`config.mk`:
```
export PLATFORM = sky130hd
export DESIGN_NAME = fetch_unit
export DESIGN_NICKNAME = d
export VERILOG_FILES = /design/src/rtl/simple_pkg.sv /design/src/rtl/fetch_phase_check.sv /design/src/rtl/fetch_unit.sv
export SDC_FILE = /design/constraint.sdc
export NUM_CORES = 1
export LEC_CHECK = 0
export CELL_PAD_IN_SITES_DETAIL_PLACEMENT = 0
export CELL_PAD_IN_SITES_GLOBAL_PLACEMENT = 1
export CORE_ASPECT_RATIO = 1.4
export CORE_MARGIN = 2
export CORE_UTILIZATION = 33
export DETAILED_ROUTE_END_ITERATION = 8
export PLACE_DENSITY = 0.88
export SLEW_MARGIN = 20
export SYNTH_ARGS = -nofsm -noshare
export SYNTH_HDL_FRONTEND = slang
export SYNTH_SLANG_ARGS = --single-unit
```
`constraint.sdc`:
```
create_clock -name clock -period 4.3 [get_ports clock]
set_input_delay 0.86 -clock clock [delete_from_list [all_inputs] [get_ports clock]]
set_output_delay 0.86 -clock clock [all_outputs]
set_load 0.05 [all_outputs]
```
`src/rtl/simple_pkg.sv`:
```
// Shared widths, fetch-state encoding and the default halt opcode for the fetch stage.
package simple_pkg;
    localparam int WORD_W     = 16;
    localparam int NUM_PHASES = 5;

    localparam logic [WORD_W-1:0] DEF_HALT_WORD = 16'hC0F0;

    typedef enum logic [1:0] {
        IDLE   = 2'd0,
        FETCH  = 2'd1,
        HOLD   = 2'd2,
        HALTED = 2'd3
    } fetch_state_t;
endpackage

```
`src/rtl/fetch_phase_check.sv`:
```
// Decodes the phase strobes into the two phases the fetch stage acts on, and flags
// any cycle where the phase controller drives more than one strobe.
module fetch_phase_check
    import simple_pkg::*;
(
    input  logic [NUM_PHASES-1:0] phase,
    output logic                  is_p0,
    output logic                  is_p4,
    output logic                  multi_hot
);
    logic [NUM_PHASES-1:0] phase_m1;

    assign phase_m1  = phase - 1'b1;
    assign is_p0     = phase[0];
    assign is_p4     = phase[NUM_PHASES-1];
    // clearing the lowest set bit leaves something only when two or more were set
    assign multi_hot = |(phase & phase_m1);
endmodule

```
`src/rtl/fetch_unit.sv`:
```
// Instruction fetch stage: requests on phase 0, captures the word while in FETCH,
// and advances or redirects the pc on phase 4; freezes on the halt opcode.
module fetch_unit
    import simple_pkg::*;
#(
    parameter logic [15:0] RESET_PC  = 16'h0000,
    parameter logic [15:0] HALT_WORD = DEF_HALT_WORD
) (
    input  logic        clock,
    input  logic        reset,
    input  logic [4:0]  phase,
    output logic        imem_rd,
    output logic [15:0] imem_addr,
    input  logic [15:0] imem_rdata,
    input  logic        imem_valid,
    input  logic        branch_taken,
    input  logic [15:0] branch_target,
    output logic [15:0] pc,
    output logic [15:0] ir,
    output logic        ir_valid,
    output logic        halted,
    output logic        phase_err
);
    fetch_state_t state, state_n;
    logic [15:0]  pc_q, pc_n;
    logic [15:0]  ir_q, ir_n;
    logic         irv_q, irv_n;
    logic         err_q, err_n;
    logic         is_p0, is_p4, multi_hot;

    fetch_phase_check u_phase (
        .phase     (phase),
        .is_p0     (is_p0),
        .is_p4     (is_p4),
        .multi_hot (multi_hot)
    );

    always_ff @(posedge clock) begin
        if (reset) begin
            state <= IDLE;
            pc_q  <= RESET_PC;
            ir_q  <= 16'h0000;
            irv_q <= 1'b0;
            err_q <= 1'b0;
        end else begin
            state <= state_n;
            pc_q  <= pc_n;
            ir_q  <= ir_n;
            irv_q <= irv_n;
            err_q <= err_n;
        end
    end

    always_comb begin
        state_n = state;
        pc_n    = pc_q;
        ir_n    = ir_q;
        irv_n   = irv_q;
        err_n   = err_q;
        imem_rd = 1'b0;
        // a malformed phase word freezes the stage for the cycle; HALTED ignores it entirely
        if (multi_hot && state != HALTED) begin
            err_n = 1'b1;
        end else begin
            case (state)
                IDLE: begin
                    if (is_p0) begin
                        imem_rd = 1'b1;
                        state_n = FETCH;
                    end
                end
                FETCH: begin
                    if (imem_valid) begin
                        ir_n    = imem_rdata;
                        irv_n   = 1'b1;
                        state_n = HOLD;
                    end else if (is_p4) begin
                        err_n   = 1'b1;
                        state_n = IDLE;
                    end
                end
                HOLD: begin
                    if (is_p4) begin
                        if (ir_q == HALT_WORD) begin
                            state_n = HALTED;
                        end else begin
                            pc_n    = branch_taken ? branch_target : pc_q + 16'd1;
                            irv_n   = 1'b0;
                            state_n = IDLE;
                        end
                    end
                end
                HALTED: ;
                default: state_n = IDLE;
            endcase
        end
        if (reset) imem_rd = 1'b0;
    end

    assign imem_addr = pc_q;
    assign pc        = pc_q;
    assign ir        = ir_q;
    assign ir_valid  = irv_q;
    assign halted    = (state == HALTED);
    assign phase_err = err_q;
endmodule
```
==> metrics.yaml <==
floorplanning:
  placementRows: 35
  coreArea_sq_um: 6570
  dieHeight_microns: 101
  die-area_sq_um: 7440
  fp.dieW_microns: 73.5
  ioPinCount: 93
  start_util_pct: 34.0
cts:
  clock_latency_ns: 0.29
  cts_tree: "done"
  root_buffer: "clkbuf_8"
  cts_resized: 0
  clockBufferDepth: 2
  clkSinkCount: 36
  clkSlewWorstSetupHoldPaths_ns: 0.07
  cts_setup_buffers: 0
  ctsHoldBuffers: 0
  cts.htree.levels: 2
  numCtsBuffers: 5
yosys:
  syn-num-nets: 318
  synth_ff_type: "dfxtp_1"
  syn_area_sq_um: 2230
  netlist.area_leader.share_pct: 32.3
  async_reset_ff_share_pct: 0
  yosysTopAreaCell: "dfxtp_1"
  syn_area_per_cell_sq_um: 8.20
  yosysWarnings: 0
  synth_edf_count: 0
  seq_area_frac_synth_pct: 32.3
  netlist_instances: 272
  ys_ff_latch: 36
  synth.distinct_cells: 52
  synthTopCellsByArea: "dfxtp_1, a21oi_1, buf_4"
grt:
  grt_max_degree: 37
  grt_pass1_vias: 2348
  overflow: 0
  grt_pass1_wl_mm: 11.0
  grt_use_total_pct: 18.5
  antenna_found_initial: 0
sta:
  fmax_mhz: 296
  fin_tns_setup_ns: 0
  rsz0062_at_grt: "false"
  maxSlewHeadroom_pct: 59.5
  finalHoldViolations: 0
  setup_viol: 0
  finalClockSkew_ns: 0.00616
  period_needed_ns: 3.37
  tightest_slew_ns: 0.608
  maxSlewViolCount: 0
  period_share_pct: 78.5
route:
  drc: 0
  ant_nets: 0
  first_pass_iters: 4
  drt_iter0_drc: 185
  vias_per_cell: 5.75
  wl_per_cell_microns: 16.3
  routed_wl_mm: 6.71
  num_vias: 2363
pwr:
  ir_worst_vdd_mv: 0.149
  fin_total_pwr_uw: 685
  pwr_density_cell_nw_per_um2: 217
  power_leakage_nw: 1.04
critical_path:
  startpoint_type: "input pin"
  slowest_stage: "clkdlybuf4s50_1"
  max_stage_delay_ns: 0.49
  worst_ep_required_time_ns: 3.44
  crit_path_max_fanout: 5
  cp-end-kind: "output port"
  crit_arrival_ns: 2.51
  path_cells: "clkdlybuf4s50_1, maj3_2, o211a_1, nor3_1, buf_12"
  worstSetupPathType: "in2out"
  rrSetupSlack_ns: 2.31
place:
  io_buffer_count: 92
  place_congestion: 0.791
  dpl.cell_count: 404
  place_hpwl_mm: 4.81
final_layout:
  n_antenna_cell: 0
  drive_above_1_share_pct: 7.12
  syn2layout_area_growth_pct: 41.3
  nets: 383
  fin_cells: 411
hold_path:
  worstHoldPathType: "reg2reg"
job:
  drv_cap: 0
run_status:
  status: "finished clean"
[routing by layer]
| layer | global-route usage (%) | share of wire, % | wire, microns |
|---|---|---|---|
| met1 | 20.5 | 38 | 2540 |
| met2 | 33.7 | 53 | 3580 |
| met3 | 4.68 | 7.2 | 482 |
| met4 | 6.57 | 1.5 | 100 |
| met5 | 0 | 0 | 0 |
[stage by stage]
step	setup slack (ns)	hold WS (ns)	area [sq um]	util (%)
2_1_floorplan	0.742	0.493	2230	-
3_3_place_gp	0.984	0.463	3080	46.8
3_5_place_dp	0.960	0.471	3080	46.8
4_1_cts	0.959	0.481	3150	48.0
5_1_grt	0.875	0.500	3150	48.0
6_report	0.925	0.474	3150	48.0
[layout make-up]
| type | instances | area (sq um) |
|---|---|---|
| clock inverter | 1 | 5.00 |
| fill | 660 | 3420 |
| tap | 74 | 92.6 |
| clock buffer | 6 | 72.6 |
| sequential | 36 | 721 |
| timing repair buffer | 97 | 968 |
| multi-input combinational | 190 | 1270 |
| inverter | 7 | 26.3 |
[synth_stat cells (2+ instances only)]
master,instances
dfxtp_1,36
a21oi_1,27
nand3_1,23
buf_4,17
o21ai_0,17
clkbuf_1,15
nand2_1,13
a31oi_1,9
o31ai_1,9
nor2_1,8
a211oi_1,7
inv_1,7
buf_2,5
ha_1,5
o311ai_1,5
and3_1,4
nand2b_1,4
nand4_1,4
o32ai_1,4
a21oi_2,3
a41o_1,3
and2_1,3
and4_1,3
mux2i_1,3
nor3_1,3
o41a_1,3
a32oi_1,2
buf_1,2
nor3b_1,2
nor4_1,2
o211a_1,2
o31ai_2,2
[final timing paths]
| check | startpoint | to | cells after the start |
|---|---|---|---|
| setup / recovery | phase[4] | imem_rd | 5 |
| hold / removal | ir_valid$_SDFFE_PP0P_ | ir_valid$_SDFFE_PP0P_ | 2 |
| setup reg to reg | state[0]$_SDFFE_PP0P_ | imem_addr[4]$_SDFFE_PP0P_ | 6 |
| hold reg to reg | ir_valid$_SDFFE_PP0P_ | ir_valid$_SDFFE_PP0P_ | 2 |
[registers in the layout (all words and copies together) (netlist names)]
signal / flops
imem_addr: 16
ir: 16
ir_valid: 1
phase_err: 1
state: 2
[critical path: cells and delay by family]
family | cells | cell delay [ns]
buffers and inverters | 2 | 0.68
adders and majority gates | 1 | 0.37
and+or+nand+nor | 1 | 0.35
AOI/OAI and AO/OA | 1 | 0.25
[placed cells by master, fill, tap and decap left out, drive strengths merged, types with 2 or more instances in the layout]
master / n
clkbuf: 6
nor3: 3
dfxtp: 36
mux2i: 3
ha: 5
clkdlybuf4s50: 91
or4: 2
inv: 7
a31oi: 9
nor4: 2
buf: 6
nand2: 14
nor3b: 2
o31ai: 11
o41ai: 2
a41o: 3
nand3: 23
o32ai: 4
and4: 3
nand2b: 4
a211oi: 7
nand4: 4
o21ai: 17
and2: 3
a32oi: 2
o311ai: 6
o211a: 2
nor2: 8
a21oi: 30
o41a: 3
and3: 4
[power breakdown]
group          internal [mW]  switching (mW)
Clock                  0.110           0.119
Sequential             0.336         0.00242
Combinational         0.0561          0.0609
Total                  0.503           0.183
[logic make-up after synthesis]
family          after synthesis  share of synthesized area (%)
compound gates              105                           33.7
fa+ha+maj                     6                           3.31
buf+inv                      46                           10.9
flops                        36                           32.3
mux                           3                           1.35
simple gates                 76                           18.5
No activity file was read; power rests on OpenSTA's default activity.
